===== src/rtl/exp6_condiciona_botoes.sv =====
// -----------------------------------------------------------------------------
// exp6_condiciona_botoes
//
// Push-button conditioning stage placed in front of the memory-game top.
// Each raw button line is brought into the clock domain through a 2-flop
// synchroniser and then debounced by its own 4-state FSM and counter. The
// stage produces the clean debounced levels, a one-cycle pulse on each
// debounced press, and a strobe that marks a press while exactly one button
// is held.
//
// Parameters
//   N_BOTOES         number of button lines
//   DEBOUNCE_CICLOS  consecutive stable cycles needed to accept a new level
//                    (must be >= 2; 50000 = 1 ms at 50 MHz)
//
// Ports
//   clock          system clock, all state on the rising edge
//   reset          asynchronous reset, active-low (0 = reset)
//   botoes_in      raw asynchronous button levels, 1 = pressed
//   botoes         debounced levels (registered)
//   pulso          one-cycle pulse per debounced rising edge
//   jogada_valida  one-cycle strobe: a press occurred and exactly one
//                  debounced button is high
//   multiplos      level: more than one debounced button is high
//   db_instavel    1 while the corresponding debounce counter is running
// -----------------------------------------------------------------------------
module exp6_condiciona_botoes #(
  parameter int N_BOTOES        = 4,
  parameter int DEBOUNCE_CICLOS = 50000
) (
  input  logic                clock,
  input  logic                reset,
  input  logic [N_BOTOES-1:0] botoes_in,
  output logic [N_BOTOES-1:0] botoes,
  output logic [N_BOTOES-1:0] pulso,
  output logic                jogada_valida,
  output logic                multiplos,
  output logic [N_BOTOES-1:0] db_instavel
);

  // Derived widths: debounce counter and button popcount.
  localparam int CW = $clog2(DEBOUNCE_CICLOS + 1);
  localparam int PW = $clog2(N_BOTOES + 1);

  localparam logic [CW-1:0] CNT_ONE  = CW'(1);
  localparam logic [CW-1:0] CNT_LAST = CW'(DEBOUNCE_CICLOS - 1);

  typedef enum logic [1:0] {
    ESTAVEL_0  = 2'd0,  // settled released
    CONFIRMA_1 = 2'd1,  // candidate press, counting stable samples
    ESTAVEL_1  = 2'd2,  // settled pressed
    CONFIRMA_0 = 2'd3   // candidate release, counting stable samples
  } estado_t;

  // ---------------------------------------------------------------------------
  // Synchroniser: two flops per line, r_sync2 is the usable sample s[i].
  // ---------------------------------------------------------------------------
  logic [N_BOTOES-1:0] r_sync1;
  logic [N_BOTOES-1:0] r_sync2;

  // NOTE: state is updated only with non-blocking assignments inside an
  // always_ff that lists the reset edge, so every flop clears the moment
  // reset falls instead of waiting for a clock edge.
  always_ff @(posedge clock or negedge reset) begin
    if (!reset) begin
      r_sync1 <= '0;
      r_sync2 <= '0;
    end else begin
      r_sync1 <= botoes_in;
      r_sync2 <= r_sync1;
    end
  end

  // ---------------------------------------------------------------------------
  // Per-line debounce FSM: state register.
  // ---------------------------------------------------------------------------
  estado_t       r_estado      [N_BOTOES];
  estado_t       w_estado_prox [N_BOTOES];
  logic [CW-1:0] r_cont        [N_BOTOES];
  logic [CW-1:0] w_cont_prox   [N_BOTOES];

  always_ff @(posedge clock or negedge reset) begin
    if (!reset) begin
      for (int i = 0; i < N_BOTOES; i++) begin
        r_estado[i] <= ESTAVEL_0;
        r_cont[i]   <= '0;
      end
    end else begin
      for (int i = 0; i < N_BOTOES; i++) begin
        r_estado[i] <= w_estado_prox[i];
        r_cont[i]   <= w_cont_prox[i];
      end
    end
  end

  // ---------------------------------------------------------------------------
  // Per-line debounce FSM: next state and counter.
  // The counter holds the number of consecutive samples that already agree
  // with the candidate level. It is cleared on any reversal and the FSM leaves
  // the CONFIRMA_* state when it reaches DEBOUNCE_CICLOS-1, so it never wraps.
  // ---------------------------------------------------------------------------
  logic [N_BOTOES-1:0] w_nivel;  // debounced level decoded from the state

  always_comb begin
    for (int i = 0; i < N_BOTOES; i++) begin
      // NOTE: every output of this block gets a default before the case so
      // no path leaves a value unassigned and no latch is inferred.
      w_estado_prox[i] = r_estado[i];
      w_cont_prox[i]   = r_cont[i];
      w_nivel[i]       = 1'b0;
      db_instavel[i]   = 1'b0;

      case (r_estado[i])
        ESTAVEL_0: begin
          if (r_sync2[i]) begin
            w_estado_prox[i] = CONFIRMA_1;
            w_cont_prox[i]   = CNT_ONE;
          end else begin
            w_cont_prox[i]   = '0;
          end
        end

        CONFIRMA_1: begin
          db_instavel[i] = 1'b1;
          if (!r_sync2[i]) begin
            // Glitch: fall back and restart from zero.
            w_estado_prox[i] = ESTAVEL_0;
            w_cont_prox[i]   = '0;
          end else if (r_cont[i] == CNT_LAST) begin
            w_estado_prox[i] = ESTAVEL_1;
            w_cont_prox[i]   = '0;
          end else begin
            w_cont_prox[i]   = r_cont[i] + CNT_ONE;
          end
        end

        ESTAVEL_1: begin
          w_nivel[i] = 1'b1;
          if (!r_sync2[i]) begin
            w_estado_prox[i] = CONFIRMA_0;
            w_cont_prox[i]   = CNT_ONE;
          end else begin
            w_cont_prox[i]   = '0;
          end
        end

        CONFIRMA_0: begin
          // Still reported as pressed until the release is confirmed.
          w_nivel[i]     = 1'b1;
          db_instavel[i] = 1'b1;
          if (r_sync2[i]) begin
            w_estado_prox[i] = ESTAVEL_1;
            w_cont_prox[i]   = '0;
          end else if (r_cont[i] == CNT_LAST) begin
            w_estado_prox[i] = ESTAVEL_0;
            w_cont_prox[i]   = '0;
          end else begin
            w_cont_prox[i]   = r_cont[i] + CNT_ONE;
          end
        end

        default: begin
          w_estado_prox[i] = ESTAVEL_0;
          w_cont_prox[i]   = '0;
        end
      endcase
    end
  end

  // ---------------------------------------------------------------------------
  // Output stage: levels, press pulses and press qualification.
  // Everything here is registered from the FSM state, so the outputs carry no
  // combinational path from botoes_in and pulso/jogada_valida line up with
  // the edge on which botoes first shows the new level.
  // ---------------------------------------------------------------------------
  logic [N_BOTOES-1:0] r_botoes;
  logic [N_BOTOES-1:0] r_pulso;
  logic                r_jogada_valida;
  logic                r_multiplos;

  logic [N_BOTOES-1:0] w_pulso_prox;
  logic [PW-1:0]       w_pop;

  always_comb begin
    w_pulso_prox = w_nivel & ~r_botoes;
    w_pop        = '0;
    for (int i = 0; i < N_BOTOES; i++) begin
      w_pop = w_pop + PW'(w_nivel[i]);
    end
  end

  always_ff @(posedge clock or negedge reset) begin
    if (!reset) begin
      r_botoes        <= '0;
      r_pulso         <= '0;
      r_jogada_valida <= 1'b0;
      r_multiplos     <= 1'b0;
    end else begin
      r_botoes        <= w_nivel;
      r_pulso         <= w_pulso_prox;
      // Popcount is taken on the new level vector, so a press while another
      // button is held is not a valid move.
      r_jogada_valida <= (|w_pulso_prox) && (w_pop == PW'(1));
      r_multiplos     <= (w_pop > PW'(1));
    end
  end

  assign botoes        = r_botoes;
  assign pulso         = r_pulso;
  assign jogada_valida = r_jogada_valida;
  assign multiplos     = r_multiplos;

endmodule


===== config.mk =====
export PLATFORM = sky130hd
export DESIGN_NAME = exp6_condiciona_botoes
export DESIGN_NICKNAME = d
export VERILOG_FILES = /design/src/rtl/exp6_condiciona_botoes.sv
export SDC_FILE = /design/constraint.sdc
export NUM_CORES = 1
export LEC_CHECK = 0
export CAP_MARGIN = 25
export CORE_ASPECT_RATIO = 0.5
export CORE_UTILIZATION = 54
export DETAILED_ROUTE_END_ITERATION = 8
export PLACE_DENSITY = 0.75
export SYNTH_ARGS = -nofsm -noshare
export SYNTH_HDL_FRONTEND = slang
export SYNTH_SLANG_ARGS = --single-unit

===== constraint.sdc =====
create_clock -name clock -period 1.78 [get_ports clock]
set_input_delay 0.356 -clock clock [delete_from_list [all_inputs] [get_ports clock]]
set_output_delay 0.356 -clock clock [all_outputs]
set_load 0.005 [all_outputs]

* After elaboration in Yosys (flattened, before gate mapping)
Cells that the tools add are included.
** Storage, ports and cells
- Bits in registers :: 90
- Output and inout bits :: 14
- Logic and storage cells :: 135
** Operators by class
- Add/sub/neg operators :: 7
- Order comparisons :: 1
- Eq/ne operators :: 33
- Mux-type cells :: 60
- Bitwise logic cells :: 2
- Reductions and logical operators :: 18
** Operator list (number)
- 16-bit case mux with 4 select lines :: 4
- 16-bit 2-to-1 mux :: 12
- 16-bit by 1-bit adder with 16-bit output (second input constant) :: 4
- 16-bit == test (second input constant) :: 4
- 2-bit 2-to-1 mux :: 24
- 2-bit case mux with 4 select lines :: 4
- 3-bit inequality test (second input constant) :: 8
- 2-bit == test (second input constant) :: 8
- 1-bit 2-to-1 mux :: 16
- 2-bit inequality test (second input constant) :: 8
- 4-bit AND reduction :: 4
- 2-bit OR reduction :: 8
- 2-bit by 1-bit == test with 1-bit output (second input constant) :: 4
- 2-bit logical NOT :: 4
- 4-bit bitwise AND :: 1
- 4-bit NOT :: 1
- 4-bit OR reduction :: 1
- 2-bit by 1-bit adder with 3-bit output :: 1
- 3-bit by 1-bit adder with 3-bit output :: 1
- 3-bit by 1-bit == test with 1-bit output (second input constant) :: 1
- 3-bit by 1-bit > comparator with 1-bit output (second input constant) :: 1
- 1-bit by 1-bit adder with 2-bit output :: 1
- 1-bit logical AND :: 1

* Logic depth before layout (Yosys ltp)
- Depth after elaboration :: 8
- Mapped depth :: 7

* Worst setup path after synthesis
Ideal clock, no wire load.
- Path kind :: register -> register
- Start :: reg r_cont[48] (netlist bit)
- End :: reg r_cont[50] (netlist bit)
- Arrival :: 1.805 ns
- Data required time :: 1.708 ns
- Setup slack :: -0.098 ns
- Cell stages (with the launch flop) :: 8
- Path buffers :: 2
- Clock period less this slack :: 1.878 ns
- Path through :: dfrtp_1 -> ha_1 -> and3_1 -> and4_1 -> or3b_1 -> clkbuf_1 -> clkbuf_1 -> nor2_1
** RTL lines
- start, declared :: line 79 : logic [CW-1:0] r_cont [N_BOTOES];
- start signal, assigned by index :: line 91 : r_cont[i] <= w_cont_prox[i];

==> parameters.txt <==
Parameter                              Value

Synthesis
  Synth warnings ... 0
  Post-Syn Area per Cell ... 10.5 um2
  Post-synth EDFFs ... 0
  Area share of the leading cell type in the synthesized netlist ... 0.542
  Most used flip-flop cell after synthesis ... dfrtp_1
  Synth cell types ... 40
  Share of synthesized flip-flops with an asynchronous set or reset ... 1.00
  Syn Nets ... 411
  Number of standard cells after synthesis ... 397
  Post-synthesis sequential area ratio ... 0.542
  Cell type with the highest aggregate area in the netlist ... dfrtp_1
  Netlist Area Pre-Place ... 4150 um2
  Synthesis-stage register bit count ... 90
  Top cells by area, synth ... dfrtp_1, xnor2_1, nor2_1

Cells and area
  Final cell count without fillers ... 568
  Share of layout cells above drive strength 1 ... 0.267
  Utilization of the core after routing ... 0.738
  Final cell area excluding filler cells ... 5450 um2
  Layout-stage area growth over the synthesis result ... 31.2%
  Antenna diode count ... 0
  Number of nets in the layout ... 481

Detailed routing
  Final ANT Viol Nets ... 0
  Detail-routed net length per standard cell ... 16.7 um
  Total detailed-routing wirelength ... 9.46 mm
  Remaining routing DRC violations ... 0
  Via-to-Cell Ratio ... 5.59
  Routed vias ... 3175
  Number of DRC markers in iteration 0 ... 151
  Count of TritonRoute iterations in the first routing pass ... 4

Hold path
  Hold Path Stages ... 0
  End point of the worst hold path ... r_sync2[3]$_DFF_PN0_
  Worst Hold Launch ... r_sync1[3]$_DFF_PN0_
  HP Class ... flip-flop to flip-flop

Clock network
  Inserted Clock Buffers ... 9
  Clock Path Buffers ... 2
  Root buffer cell ... clkbuf_16
  Number of H-tree levels ... 3
  Clock-pin slew of the registers on the worst-case setup and hold paths ... 0.06 ns
  Clock tree from TritonCTS ... yes
  Total clock sinks ... 90
  Insertion delay to the later sink of the worst-skew pair ... 0.35 ns

Worst setup path
  Startpoint type of the worst setup path ... flip-flop
  Critical path class ... flip-flop to flip-flop
  Arrival time reported for the critical path endpoint ... 2.08 ns
  Capture instance of the worst register-to-register path ... r_cont[47]$_DFF_PN0_
  Number of cell instances on the worst register-to-register path ... 6
  Endpoint kind of the worst setup timing path ... flip-flop
  Beginning of the worst register-to-register path ... r_cont[42]$_DFF_PN0_
  Setup slack of the worst register-to-register path ... -0.07 ns
  Required arrival time at the worst endpoint ... 2.01 ns
  Worst-path fanout max ... 5

Die
  Number of cell rows ... 22
  IO Count ... 20
  Starting density of the core ... 0.563
  Horiz. Die Dim ... 126 um
  Floorplan die area ... 8060 um2
  Core Region ... 7380 um2
  DIE HEIGHT ... 64 um

Power and ir drop
  Maximum ir drop on the vdd rail ... 547 uV
  Lkg Pwr ... 2.16 nW
  Comb pwr share ... 0.043
  Sequential Power Share ... 0.488
  Net switching power of the design ... 0.000880 W
  Power Internal ... 0.00342 W
  Total power per unit cell area ... 790 nW/um2
  Switching portion of total power ... 0.205
  Clock group share of total power ... 0.469

STA
  Hold Fails Final Rpt ... 0
  Max-slew violation count ... 0
  Post-route worst setup slack ... -0.0661 ns
  # setup viols final ... 31
  Worst-case hold slack ... 0.353 ns
  Post-route fraction of the period consumed by the critical path ... 1.04
  Actual slew at the worst max-slew pin ... 0.514 ns
  Max-Slew Margin vs Limit ... 0.654
  Clock period minus worst slack ... 1.85 ns
  Setup repair after global routing missed its margin ... true
  Final Skew ... 0.00673 ns
  FMAX ... 542 MHz

Place
  Number of buffers added on ports ... 19
  Post-Place Cell Area ... 4770 um2
  Weighted congestion reported at the end of routability-driven placement ... 0.868
  Placed cells ... 539
  Dpl hpwl ... 5.90 mm

Run status
  Status ... finished, violations left
  Violated checks ... negative setup slack

Global routing
  Sum of overflow across all layers after global routing ... 0
  Total routing usage reported by global routing ... 0.231
  Vias in the first global route ... 3177
  Largest net degree at the start of global routing ... 44
  Global-route wire length before repair ... 14.3 mm
  Antenna violations before repair ... 0

Job
  Max Cap Violations ... 0
==> state kept, by name, summed over array words and instances (netlist names), named ones only <==
signal         cells
r_cont            64
botoes             4
pulso              4
r_estado           4
r_sync1            4
r_sync2            4
jogada_valida      1
multiplos          1
==> cell families (layout without fill, tap and decap cells) <==
family | after synthesis | in the layout | synth area share
simple gates | 189 | 189 | 0.245
xor+xnor | 55 | 55 | 0.116
mux | 4 | 4 | 0.0108
fa+ha+maj | 8 | 8 | 0.0259
flops | 90 | 90 | 0.542
compound gates | 17 | 17 | 0.0238
buf+inv | 34 | 109 | 0.0356
==> layer usage <==
layer  wire length, um  track usage  up-vias
met5                 0            0        -
li1                  -            -     1495
met4               293       0.0843        0
met3               318       0.0662       27
met1              3960        0.264     1588
met2              4890        0.419       65
==> synthesized netlist by cell type, types with 2 or more instances <==
master     n
mux2_2     4
or4bb_1    3
inv_1     18
o31ai_1    2
and3_1     2
or3b_1     4
nor2b_1    4
xnor2_1   48
buf_6      2
nand2_1   20
nor4b_1    3
nand4_1   13
dfrtp_1   90
o21ai_0    4
nor4bb_1   4
clkbuf_1  12
nor2_1    68
o21a_1     3
xor2_1     7
nand2b_1   2
and4_1     3
nor4_1    21
or3_1      2
a21oi_1    7
or3_2      2
ha_1       7
nor3_1    13
nand3_1   16
or4_1      2
==> cell type report <==
cell class / count / area (um2)
inverter: 18 / 67.6
clock buffer: 14 / 254
multi-input combinational: 273 / 2020
fill: 465 / 1930
sequential: 90 / 2250
tap: 96 / 120
timing repair buffer: 75 / 669
clock inverter: 2 / 60.1
==> layout by cell type (no fill, tap or decap), types with 4 or more instances in the layout <==
cell type and count:
nor4_2 4, nor4bb_1 4, clkdlybuf4s50_1 18, nor3_1 13
o21ai_0 4, nor2_4 14, xor2_1 7, a21oi_1 5
nor2_1 49, inv_1 17, nand2_1 20, nand4_1 13
or3b_4 5, nand3_1 15, dfrtp_1 88, mux2_2 4
clkbuf_1 4, buf_4 51, nor2_2 5, clkbuf_16 10
nor4_1 15, xnor2_1 48, nor2b_1 4
==> through the flow <==
step | TNS [ns] | power (W) | worst slack (ns)
floorplan | -0.159 | 0.00220 | -0.0498
global placement | 0 | 0.00228 | 0.0130
finish | -0.961 | 0.00430 | -0.0661
detailed placement | -0.797 | 0.00229 | -0.0600
CTS | -0.154 | 0.00430 | -0.0197
global route | -2.94 | 0.00444 | -0.132
==> what timing repair did <==
item | CTS | global route
hold buffers | 1 | 0
gates resized for setup | 6 | 55
setup buffers | 4 | 7
hold endpoints to repair | 29 | 0
pin swaps | 5 | 19
gates cloned | 0 | 1
endpoints found under the setup margin | 28 | 54
==> critical path: stages, from the launching register on <==
cell and delay, ns:
dfrtp_1 0.37, buf_4 0.12, buf_4 0.13, nand4_1 0.26, nor4_1 0.56, xnor2_1 0.23, nor2_4 0.06
==> worst max-delay path by stage <==
stage | from | to | slack (ns) | cells past startpoint
6_report | r_cont[42]$_DFF_PN0_ | r_cont[47]$_DFF_PN0_ | -0.07 | 6
5_1_grt | r_cont[42]$_DFF_PN0_ | r_cont[40]$_DFF_PN0_ | -0.13 | 5
4_1_cts | r_cont[26]$_DFF_PN0_ | r_cont[27]$_DFF_PN0_ | -0.02 | 5
3_5_place_dp | r_cont[21]$_DFF_PN0_ | r_cont[18]$_DFF_PN0_ | -0.06 | 5
3_3_place_gp | r_cont[21]$_DFF_PN0_ | r_cont[20]$_DFF_PN0_ | 0.01 | 5
2_1_floorplan | flip-flop | jogada_valida$_DFF_PN0_ | -0.05 | 6
==> power groups by stage <==
| stage | sequential (W) | combinational (W) | clock [W] |
|---|---|---|---|
| 2_1_floorplan | 0.00213 | 0.0000682 | 0 |
| 3_3_place_gp | 0.00213 | 0.000148 | 0 |
| 3_5_place_dp | 0.00213 | 0.000155 | 0 |
| 4_1_cts | 0.00210 | 0.000161 | 0.00204 |
| 5_1_grt | 0.00210 | 0.000207 | 0.00213 |
| 6_report | 0.00210 | 0.000185 | 0.00202 |
Note: power is estimated with default switching activity, not from simulation.
